## config.mk

```make
export PLATFORM = sky130hd
export DESIGN_NAME = i2d_if_flat
export DESIGN_NICKNAME = d
export VERILOG_FILES = /design/src/rtl/i2d_defines.v /design/src/rtl/i2d_if_pkg.sv /design/src/rtl/i2d_if_if.sv /design/src/rtl/i2d_if_buf.sv /design/src/rtl/i2d_if.sv /design/src/flat_wrapper.sv
export SDC_FILE = /design/constraint.sdc
export NUM_CORES = 1
export LEC_CHECK = 0
export CORE_MARGIN = 2
export CORE_UTILIZATION = 52
export CTS_CLUSTER_SIZE = 12
export DETAILED_ROUTE_END_ITERATION = 8
export MAX_ROUTING_LAYER = met4
export PLACE_DENSITY_LB_ADDON = 0.12
export REMOVE_ABC_BUFFERS = 1
export SLEW_MARGIN = 15
export SYNTH_ARGS = -nofsm -noshare
export SYNTH_HDL_FRONTEND = slang
export SYNTH_SLANG_ARGS = --single-unit
```

## constraint.sdc

```tcl
create_clock -name clk -period 3.08 [get_ports clk]
set_input_delay 0.462 -clock clk [delete_from_list [all_inputs] [get_ports clk]]
set_output_delay 0.462 -clock clk [all_outputs]
set_load 0.02 [all_outputs]
```

## src/rtl/i2d_defines.v

```verilog
// Shared constants for the instruction fetch stage: reset vector, bubble word
// and FSM state encodings.
`ifndef I2D_DEFINES_V
`define I2D_DEFINES_V
`ifndef I2D_RESET_VECTOR
`define I2D_RESET_VECTOR 32'h0
`endif
`ifndef I2D_NOP
`define I2D_NOP 32'h0
`endif
`ifndef I2D_ST_FETCH
`define I2D_ST_FETCH 2'd0
`define I2D_ST_HOLD  2'd1
`define I2D_ST_FLUSH 2'd2
`define I2D_ST_ERR   2'd3
`endif
`endif

```

## src/rtl/i2d_if_pkg.sv

```systemverilog
// Types and constants for the i2d_if fetch stage. Values mirror i2d_defines.v;
// the guarded fallbacks let the package compile whichever file is read first.
`ifndef I2D_RESET_VECTOR
`define I2D_RESET_VECTOR 32'h0
`endif
`ifndef I2D_NOP
`define I2D_NOP 32'h0
`endif
`ifndef I2D_ST_FETCH
`define I2D_ST_FETCH 2'd0
`define I2D_ST_HOLD  2'd1
`define I2D_ST_FLUSH 2'd2
`define I2D_ST_ERR   2'd3
`endif

package i2d_if_pkg;

    localparam logic [31:0] RESET_VECTOR = `I2D_RESET_VECTOR;
    localparam logic [31:0] NOP_WORD     = `I2D_NOP;
    localparam int          BUF_W        = 64;

    typedef enum logic [1:0] {
        ST_FETCH = `I2D_ST_FETCH,
        ST_HOLD  = `I2D_ST_HOLD,
        ST_FLUSH = `I2D_ST_FLUSH
`ifdef I2D_IF_ALIGN_CHK_EN
        , ST_ERR = `I2D_ST_ERR
`endif
    } i2d_state_e;

    function automatic logic [31:0] next_pc(input logic [31:0] pc);
        return pc + 32'd4;
    endfunction

endpackage

```

## src/rtl/i2d_if_if.sv

```systemverilog
// Instruction-memory bus between the fetch stage (master) and memory (slave).
// Handshake: imem_req stays high with imem_addr stable until a cycle in which
// imem_ack=1; imem_rdata is valid in that same cycle. An ack with req low is ignored.
interface i2d_if_if;
    logic        imem_req;
    logic [31:0] imem_addr;
    logic        imem_ack;
    logic [31:0] imem_rdata;

    modport master (output imem_req, output imem_addr, input imem_ack, input imem_rdata);
    modport slave  (input imem_req, input imem_addr, output imem_ack, output imem_rdata);
endinterface

```

## src/rtl/i2d_if_buf.sv

```systemverilog
// One-entry hold register for a fetched {instruction, pc} pair while decode stalls.
module i2d_if_buf
    import i2d_if_pkg::*;
(
    input  logic             clk,
    input  logic             rst,
    input  logic             i_load,
    input  logic             i_unload,
    input  logic             i_clear,
    input  logic [BUF_W-1:0] i_data,
    output logic [BUF_W-1:0] o_data,
    output logic             o_full
);

    logic [BUF_W-1:0] r_data;
    logic             r_full;

    always_ff @(posedge clk) begin
        if (!rst || i_clear) begin
            r_data <= '0;
            r_full <= 1'b0;
        end else if (i_load) begin
            r_data <= i_data;
            r_full <= 1'b1;
        end else if (i_unload) begin
            r_full <= 1'b0;
        end
    end

    assign o_data = r_data;
    assign o_full = r_full;

endmodule

```

## src/rtl/i2d_if.sv

```systemverilog
// Instruction fetch stage: issues word fetches, registers them toward decode,
// parks one word while decode stalls, and handles branch redirects.
// Optional misaligned-branch trap enabled by defining I2D_IF_ALIGN_CHK_EN.
module i2d_if
    import i2d_if_pkg::*;
(
    input  logic            clk,
    input  logic            rst,
    i2d_if_if.master        imem,
    input  logic            i_if_stall,
    input  logic            i_branch,
    input  logic [31:0]     i_branch_target,
    output logic [31:0]     o_if_ins,
    output logic [31:0]     o_if_pc,
    output logic            o_if_valid,
    output logic            o_if_err,
    output i2d_state_e      o_state
);

    i2d_state_e  r_state, w_state_nxt;
    logic [31:0] r_fetch_pc, w_fetch_pc_nxt;
    logic [31:0] r_flush_addr, w_flush_addr_nxt;
    logic [31:0] r_ins, w_ins_nxt;
    logic [31:0] r_pc, w_pc_nxt;
    logic        r_valid, w_valid_nxt;
    logic        r_err, w_err_nxt;

    logic             w_req, w_ack, w_out_free;
    logic [31:0]      w_tgt;
    logic             w_misalign;
    i2d_state_e       w_redirect_state;
    logic             w_buf_load, w_buf_unload, w_buf_clear, w_buf_full;
    logic [BUF_W-1:0] w_buf_out;

`ifdef I2D_IF_ALIGN_CHK_EN
    assign w_tgt      = i_branch_target;
    assign w_misalign = |i_branch_target[1:0];
`else
    assign w_tgt      = i_branch_target & ~32'h3;
    assign w_misalign = 1'b0;
`endif

    // Request is gated by rst so it drops immediately and reappears in the first cycle out of reset.
    assign w_req       = rst && (r_state == ST_FETCH || r_state == ST_FLUSH);
    assign w_ack       = imem.imem_ack && w_req;
    assign w_out_free  = !r_valid || !i_if_stall;
    assign imem.imem_req  = w_req;
    assign imem.imem_addr = !w_req ? 32'h0 :
                            (r_state == ST_FLUSH) ? r_flush_addr : r_fetch_pc;

    i2d_if_buf u_buf (
        .clk      (clk),
        .rst      (rst),
        .i_load   (w_buf_load),
        .i_unload (w_buf_unload),
        .i_clear  (w_buf_clear),
        .i_data   ({imem.imem_rdata, r_fetch_pc}),
        .o_data   (w_buf_out),
        .o_full   (w_buf_full)
    );

    always_ff @(posedge clk) begin
        if (!rst) r_state <= ST_FETCH;
        else      r_state <= w_state_nxt;
    end

    always_comb begin
        w_state_nxt      = r_state;
        w_fetch_pc_nxt   = r_fetch_pc;
        w_flush_addr_nxt = r_flush_addr;
        w_ins_nxt        = r_ins;
        w_pc_nxt         = r_pc;
        w_valid_nxt      = r_valid;
        w_err_nxt        = r_err;
        w_buf_load       = 1'b0;
        w_buf_unload     = 1'b0;
        w_buf_clear      = 1'b0;
        w_redirect_state = ST_FETCH;
`ifdef I2D_IF_ALIGN_CHK_EN
        if (w_misalign) w_redirect_state = ST_ERR;
`endif
        case (r_state)
            ST_FETCH: begin
                if (i_branch) begin
                    w_valid_nxt    = 1'b0;
                    w_fetch_pc_nxt = w_tgt;
                    w_err_nxt      = w_misalign;
                    if (w_ack) begin
                        w_state_nxt = w_redirect_state;
                    end else begin
                        // The old request must still complete; its data is dropped in FLUSH.
                        w_state_nxt      = ST_FLUSH;
                        w_flush_addr_nxt = r_fetch_pc;
                    end
                end else if (w_ack) begin
                    w_fetch_pc_nxt = next_pc(r_fetch_pc);
                    if (w_out_free) begin
                        w_ins_nxt   = imem.imem_rdata;
                        w_pc_nxt    = r_fetch_pc;
                        w_valid_nxt = 1'b1;
                    end else begin
                        w_buf_load  = 1'b1;
                        w_state_nxt = ST_HOLD;
                    end
                end else if (!i_if_stall) begin
                    w_valid_nxt = 1'b0;
                end
            end
            ST_HOLD: begin
                if (i_branch) begin
                    w_buf_clear    = 1'b1;
                    w_valid_nxt    = 1'b0;
                    w_fetch_pc_nxt = w_tgt;
                    w_err_nxt      = w_misalign;
                    w_state_nxt    = w_redirect_state;
                end else if (!i_if_stall && w_buf_full) begin
                    w_ins_nxt    = w_buf_out[63:32];
                    w_pc_nxt     = w_buf_out[31:0];
                    w_valid_nxt  = 1'b1;
                    w_buf_unload = 1'b1;
                    w_state_nxt  = ST_FETCH;
                end
            end
            ST_FLUSH: begin
                w_valid_nxt = 1'b0;
                if (i_branch) begin
                    w_fetch_pc_nxt = w_tgt;
                    w_err_nxt      = w_misalign;
                end
                if (w_ack) begin
                    w_state_nxt = ST_FETCH;
`ifdef I2D_IF_ALIGN_CHK_EN
                    if (w_err_nxt) w_state_nxt = ST_ERR;
`endif
                end
            end
`ifdef I2D_IF_ALIGN_CHK_EN
            ST_ERR: begin
                w_valid_nxt = 1'b0;
                if (i_branch) begin
                    w_fetch_pc_nxt = w_tgt;
                    w_err_nxt      = w_misalign;
                    w_state_nxt    = w_redirect_state;
                end
            end
`endif
            default: w_state_nxt = ST_FETCH;
        endcase
    end

    always_ff @(posedge clk) begin
        if (!rst) begin
            r_fetch_pc   <= RESET_VECTOR;
            r_flush_addr <= 32'h0;
            r_ins        <= NOP_WORD;
            r_pc         <= 32'h0;
            r_valid      <= 1'b0;
            r_err        <= 1'b0;
        end else begin
            r_fetch_pc   <= w_fetch_pc_nxt;
            r_flush_addr <= w_flush_addr_nxt;
            r_ins        <= w_ins_nxt;
            r_pc         <= w_pc_nxt;
            r_valid      <= w_valid_nxt;
            r_err        <= w_err_nxt;
        end
    end

    assign o_if_ins   = r_ins;
    assign o_if_pc    = r_pc;
    assign o_if_valid = r_valid;
`ifdef I2D_IF_ALIGN_CHK_EN
    assign o_if_err   = r_err;
`else
    assign o_if_err   = 1'b0;
`endif
    assign o_state    = r_state;

endmodule

```

## src/flat_wrapper.sv

```systemverilog
// flat-port wrapper written by rule: the top's interface ports become plain ports
module i2d_if_flat import i2d_if_pkg::*;
  (clk, rst, i_if_stall, i_branch, i_branch_target, o_if_ins, o_if_pc, o_if_valid, o_if_err, o_state, imem_imem_req, imem_imem_addr, imem_imem_ack, imem_imem_rdata);
  i2d_if_if imem_i ();
  input  logic clk;
  input  logic rst;
  input  logic i_if_stall;
  input  logic i_branch;
  input  logic [31:0] i_branch_target;
  output logic [31:0] o_if_ins;
  output logic [31:0] o_if_pc;
  output logic o_if_valid;
  output logic o_if_err;
  output i2d_state_e o_state;
  output wire logic [$bits(imem_i.imem_req)-1:0] imem_imem_req;
  output wire logic [$bits(imem_i.imem_addr)-1:0] imem_imem_addr;
  input wire logic [$bits(imem_i.imem_ack)-1:0] imem_imem_ack;
  input wire logic [$bits(imem_i.imem_rdata)-1:0] imem_imem_rdata;
  assign imem_imem_req = imem_i.imem_req;
  assign imem_imem_addr = imem_i.imem_addr;
  assign imem_i.imem_ack = imem_imem_ack;
  assign imem_i.imem_rdata = imem_imem_rdata;
  i2d_if u_core (.clk(clk), .rst(rst), .imem(imem_i), .i_if_stall(i_if_stall), .i_branch(i_branch), .i_branch_target(i_branch_target), .o_if_ins(o_if_ins), .o_if_pc(o_if_pc), .o_if_valid(o_if_valid), .o_if_err(o_if_err), .o_state(o_state));
endmodule
```

==> run_results.csv <==
group,metric,value,unit
sta,worst_slew_pin_tran,0.727,ns
sta,finalSetupViolations,0,
finish,layout-area-overhead-vs-synth,25.7,%
floorplan,floorplan_die_area,17800,sq um
floorplan,start_util,0.530,
routing,first_drt_pass_iteration_count,4,
logic_synthesis,netlist_area,8730,sq um
logic_synthesis,ys_top_cells_by_area,"sky130_fd_sc_hd__dfxtp_1, sky130_fd_sc_hd__nand2_1, sky130_fd_sc_hd__a21oi_1, sky130_fd_sc_hd__o21ai_0, sky130_fd_sc_hd__o22ai_1",
logic_synthesis,synth_area_per_cell,7.81,sq um
hold_path,hold_path_class,"in2reg",
grt,grt_max_degree,68,
clocking,cts.sinks,188,
finish,drive_gt1_frac,0.0600,
logic_synthesis,yosys_most_used_dff,"sky130_fd_sc_hd__dfxtp_1",
setup_path,timing.critical_path.depth,6,
clocking,h-tree-depth,4,
clocking,cts_root_buffer,"sky130_fd_sc_hd__clkbuf_16",
clocking,post_cts_buffers,0,
grt,antenna_found_initial,0,
setup_path,rr_worst_depth,7,
sta,hold_violations,0,
logic_synthesis,ys_types,61,
sta,finClkSkew,0.0103,ns
sta,fin_crit,2.72,ns
pwr,power_per_cell_area,611,nW/um^2
grt,grt_pass1_vias,7445,
routing,route.detailed.wl_per_inst,16.4,microns
clocking,postCtsResizedCells,0,
logic_synthesis,synthArstFlopShare,0,
setup_path,cp-end-kind,"output pin",
grt,gr_layer_usage_met2,0.384,
clocking,tritoncts,"built",
setup_path,timing.critical_path.max_delay_family,"buffers and inverters",
hold_path,worstHoldPathCells,3,
grt,globalRoute.busiestLayer,"met2",
logic_synthesis,synth_enable_flop_cells,0,
logic_synthesis,synth_seq_cells,188,
sta,fmaxAchievable,368,MHz
pwr,leakage,0.00381,uW
floorplan,io_pins,170,
place,hpwl,14600,microns
routing,dr_total_vias,8301,
grt,gr-usage-met3,0.0651,
setup_path,cp_slowest_cell,"sky130_fd_sc_hd__clkdlybuf4s50_1",
floorplan,die_w,134,microns
logic_synthesis,synth_largest_type_area_fraction,0.431,
finish,layout.cells.most_common_list,"sky130_fd_sc_hd__nand2_1, sky130_fd_sc_hd__dfxtp_1, sky130_fd_sc_hd__clkdlybuf4s50_1",
setup_path,critical_path_buf_inv_count,3,
logic_synthesis,fraction_of_synthesized_cell_area_in_xor_and_xnor_cells,0,
finish,commonest_non_fill_non_tap_cell_in_the_layout,"sky130_fd_sc_hd__nand2_1",
routing,routed_wl,23600,microns
floorplan,fp-row-count,47,
finish,final_nets,1277,
setup_path,timing.critical_path.required,2.62,ns
logic_synthesis,synth_compound_area_frac,0.255,
finish,antenna_cells_inserted,0,
grt,gr-usage-met1,0.376,
place,place_congestion,0.884,
grt,grt-ovfl-total,0,
routing,initialDrtViolationCount,798,
sta,fin_crit_sh,0.883,
setup_path,path_class,"reg2out",
pwr,vdd_ir_drop_max,0.400,mV
logic_synthesis,dominant_combinational_cell_family_by_area_after_synthesis,"compound AO/OA/AOI/OAI gates",
floorplan,placeableCoreArea,16500,sq um
clocking,clk_pin_slew_worst_paths,0.07,ns
sta,unrepaired_setup_endpoints_after_global_routing,"no",
clocking,post_cts_hold_buffer_count,0,
run_status,outcome,"complete, no violations",
sta,hold_slack,0.429,ns
logic_synthesis,syn_inst,1117,
logic_synthesis,yosysWarningCount,0,
logic_synthesis,synth_adder_area_share,0.00717,
sta,final_max_slew_viols,0,
floorplan,vertical_die_dimension,134,microns
routing,vias_per_cell,5.78,
clocking,clock_tree_buf_depth,2,
sta,setup_tns,0,ns
setup_path,wp_data_arrival,2.26,ns
setup_path,critical_path.startpoint_type,"flop",
routing,drt_drc_violations_left,0,
logic_synthesis,mux_contribution_to_synthesized_area,0.0401,
clocking,clkLatencyLatePin,0.43,ns
routing,drtAntennaViolNets,0,
logic_synthesis,synth_seq_area_share,0.431,
place,place.port_buffers,162,
setup_path,crit_path_max_incr_delay,0.54,ns
logic_synthesis,netlist.top_cell.by_area,"sky130_fd_sc_hd__dfxtp_1",
grt,grt.total_usage,0.269,
setup_path,critical_path_peak_fanout,31,
sta,worst_slew_margin_rel,0.515,
logic_synthesis,synthSimpleGateAreaFrac,0.195,
pwr,post-layout-total-power,6710,uW
flow_run,cap_violations,0,
grt,wire_length_of_the_first_global_routing_pass,38200,microns
clocking,cts-buffers-inserted,17,
setup_path,path_cells,"inv_1 > ha_1 > o21ai_2 > buf_4 > nor2_1 > clkdlybuf4s50_1",
worst paths after layout:
check / from / endpoint / slack [ns]
max: u_core.o_state[0] / imem_imem_addr[15] / 0.36
min: rst / u_core.o_if_pc[29] / 0.43
max reg2reg: u_core.o_state[0] / u_core.r_fetch_pc[29] / 0.60
min reg2reg: u_core.u_buf.o_data[10] / u_core.u_buf.o_data[10] / 0.46
cell usage after synthesis, types with 4 or more instances:
cell type                  instances
sky130_fd_sc_hd__a21oi_1         146
sky130_fd_sc_hd__dfxtp_1         188
sky130_fd_sc_hd__and2_1            7
sky130_fd_sc_hd__nor2_1           54
sky130_fd_sc_hd__a21boi_0         32
sky130_fd_sc_hd__a31oi_1           5
sky130_fd_sc_hd__buf_2            11
sky130_fd_sc_hd__nor3_1           10
sky130_fd_sc_hd__and3_1           11
sky130_fd_sc_hd__clkbuf_2          8
sky130_fd_sc_hd__clkbuf_8          6
sky130_fd_sc_hd__a32o_1            7
sky130_fd_sc_hd__o22ai_1          65
sky130_fd_sc_hd__nor4_1            6
sky130_fd_sc_hd__mux2i_1          35
sky130_fd_sc_hd__nor2b_1           5
sky130_fd_sc_hd__inv_1             6
sky130_fd_sc_hd__ha_1              5
sky130_fd_sc_hd__buf_4            10
sky130_fd_sc_hd__nand4_1           9
sky130_fd_sc_hd__o211ai_1          5
sky130_fd_sc_hd__o21ai_0          83
sky130_fd_sc_hd__or2_2             4
sky130_fd_sc_hd__nand3_1          26
sky130_fd_sc_hd__clkbuf_1         86
sky130_fd_sc_hd__nand2_1         233
report_power, final:
part           total, uW  internal, uW  switching, uW
Sequential          2840          2620            222
Combinational       1500           672            831
Clock               2360          1390            967
cell type report:
| type | count | area, sq um |
|---|---|---|
| flip-flops and latches | 188 | 3760 |
| clock inverters | 12 | 188 |
| multi-input cells | 804 | 4390 |
| repair buffers | 186 | 1890 |
| clock buffers | 20 | 447 |
| well taps | 220 | 275 |
| inverters | 6 | 22.5 |
| fillers | 1442 | 5490 |
worst reg2reg max path, delay by kind of cell (launching register included):
kind                       cells  cell delay (ns)
DFF                            1             0.41
and+or+nand+nor                2             0.75
buffers and inverters          1             0.09
adders and majority gates      1             0.41
AOI/OAI and AO/OA              3             0.71
cells by family (layout without fill, tap and decap cells):
family / Yosys count / count (layout)
buffers and inverters: 129 / 224
multiplexers: 35 / 35
flip-flops: 188 / 188
AND/OR/NAND/NOR: 384 / 384
other: 1 / 5
adder cells (fa/ha/maj): 5 / 5
AO/OA/AOI/OAI: 375 / 375
stage by stage:
stage | instance area (sq um) | worst slack [ns] | cells | utilization
after global routing | 11000 | 0.197 | 1436 | 0.666
after global placement | 10300 | 0.471 | 1404 | 0.628
final | 11000 | 0.359 | 1436 | 0.666
after floorplan | 8140 | -2.23 | 998 | -
after detailed placement | 10300 | 0.464 | 1404 | 0.628
after CTS | 11000 | 0.333 | 1436 | 0.666
registers in the layout (all words and copies together) (netlist names):
signal,flops
u_core.o_if_ins,32
u_core.r_fetch_pc,30
u_core.o_state,2
u_core.u_buf.o_full,1
u_core.r_flush_addr,30
u_core.o_if_pc,30
u_core.u_buf.o_data,62
u_core.o_if_valid,1
per-layer routing:
metal | up-vias | wire length (microns)
li1 | 4095 | -
met1 | 3870 | 11200
met2 | 307 | 10200
met3 | 29 | 1870
met4 | 0 | 347
met5 | - | 0
Power figures use the tool's default switching activity.
==> RTL edit (same flow settings) <==
`r_flush_addr` and `r_pc` no longer have a reset.
--- a/src/rtl/i2d_if.sv
+++ b/src/rtl/i2d_if.sv
@@ -151,19 +151,20 @@
     always_ff @(posedge clk) begin
         if (!rst) begin
             r_fetch_pc   <= RESET_VECTOR;
-            r_flush_addr <= 32'h0;
             r_ins        <= NOP_WORD;
-            r_pc         <= 32'h0;
             r_valid      <= 1'b0;
             r_err        <= 1'b0;
         end else begin
             r_fetch_pc   <= w_fetch_pc_nxt;
-            r_flush_addr <= w_flush_addr_nxt;
             r_ins        <= w_ins_nxt;
-            r_pc         <= w_pc_nxt;
             r_valid      <= w_valid_nxt;
             r_err        <= w_err_nxt;
         end
+    end
+
+    always_ff @(posedge clk) begin
+        r_flush_addr <= w_flush_addr_nxt;
+        r_pc         <= w_pc_nxt;
     end
 
     assign o_if_ins   = r_ins;
Formal check against the unedited RTL: differs if rst is asserted again (counterexample within 4 cycles, from zero or initial values and one cycle with rst low); with rst held inactive, the same outputs for 4 cycles.
==> RTL edit against the original RTL <==
- cell area is 1.4% lower
- combinational power is 7% lower
- core utilization rose by 1.5 points
- synthesized area is 3.0% lower
- sequential share of layout area grew 6.0 points
- wire length fell by 11%
- sequential cell count is the same
- non-clock buffer count unchanged
- register-to-register slack gained 0.08 ns
- hold slack improved by 0.023 ns
- sequential power increased by 4%
- total power fell by 4.4%
- synthesized cell count fell by 19%
- setup slack worse by 0.25 ns
- largest power group unchanged
==> RTL edit: results (changes against the original RTL) <==
stage	metric	value	unit	change
run_status	status	complete, no violations		unchanged
hold_path	Hold/Removal Path Class	register to register		was input port to register
hold_path	Hold EP	u_core.u_buf.o_data[42]		was u_core.o_if_pc[29]
pwr	Flop+latch power	2960	uW	was 2840 uW
global_route	met3 global-route usage	0.0544		was 0.0651
synth	area share of fa/ha/maj cells after synthesis	0.00739		was 0.00717
final_layout	fin cells	1258		was 1436
routing	drt initial violations	474		was 798
final_layout	share of cells above drive strength 1	0.0883		was 0.0600
worst_setup_path	Reg2Reg Depth	8		was 7
routing	total routed wirelength	21100	um	was 23600 um
synth	cell count after synthesis	903		was 1117
synth	sequential element share of the synthesized area	0.515		was 0.431
synth	area fraction in compound gates after synthesis	0.146		was 0.255
global_route	GRT met2 Usage	0.382		was 0.384
place	detailed placement HPWL	13200	um	was 14600 um
pwr	Int Pwr	4580	uW	was 4690 uW
routing	Metal-1 WL	9660	um	was 11200 um
global_route	number of global-route vias before repair	6327		was 7445
worst_setup_path	critical-path maximum fanout	27		was 31
synth	Distinct cells, synth	59		was 61
sta	Slew @ Worst Pin	0.792	ns	was 0.727 ns
sta	hold slack	0.453	ns	was 0.429 ns
synth	EDFF count, synth	60		was 0
pwr	Combinational Power	1400	uW	was 1500 uW
routing	met2 WL	9680	um	was 10200 um
sta	worst-case clock skew	0.00661	ns	was 0.0103 ns
place	Placed Cells incl. Taps	1226		was 1404
worst_setup_path	flop2flop setup slack	0.68	ns	was 0.60 ns
pwr	P_sw	1830	uW	was 2020 uW
place	gpl congestion	0.901		was 0.884
hold_path	Hold Startpoint	u_core.u_buf.o_data[42]		was rst
pwr	leak pwr	0.00363	uW	was 0.00381 uW
global_route	first-pass GRT wire length	33100	um	was 38200 um
synth	share of synthesized area spent on multiplexers	0.108		was 0.0401
final_layout	# nets final	1103		was 1277
routing	vias per cell	5.55		was 5.78
worst_setup_path	RR Endpoint	u_core.u_buf.o_data[41]		was u_core.r_fetch_pc[29]
==> RTL edit: layout make-up <==
class,instances,area (um^2)
clock buffers,28,519
clock inverters,4,27.5
flip-flops and latches,188,4360
inverters,14,52.6
repair buffers,186,1840
multi-input cells,622,3740
well taps,216,270
fillers,1295,5060
==> RTL edit: worst max-delay path by stage <==
stage                 startpoint                 endpoint  slack, ns  cells after the start
4_1_cts        u_core.o_state[0]       imem_imem_addr[10]       0.09                      6
5_1_grt        u_core.o_state[0]       imem_imem_addr[19]      0.004                      6
3_5_place_dp                 rst  u_core.r_flush_addr[26]       0.43                      5
6_report       u_core.o_state[0]       imem_imem_addr[10]       0.11                      6
2_1_floorplan  u_core.o_state[0]       u_core.o_if_pc[10]      -5.83                      3
3_3_place_gp                 rst    u_core.r_fetch_pc[23]       0.47                      8
==> RTL edit: logic make-up after synthesis <==
family	Yosys count
compound gates	198
fa+ha+maj	5
other cells	1
mux	88
flops	188
simple gates	319
xor+xnor	7
buf+inv	97
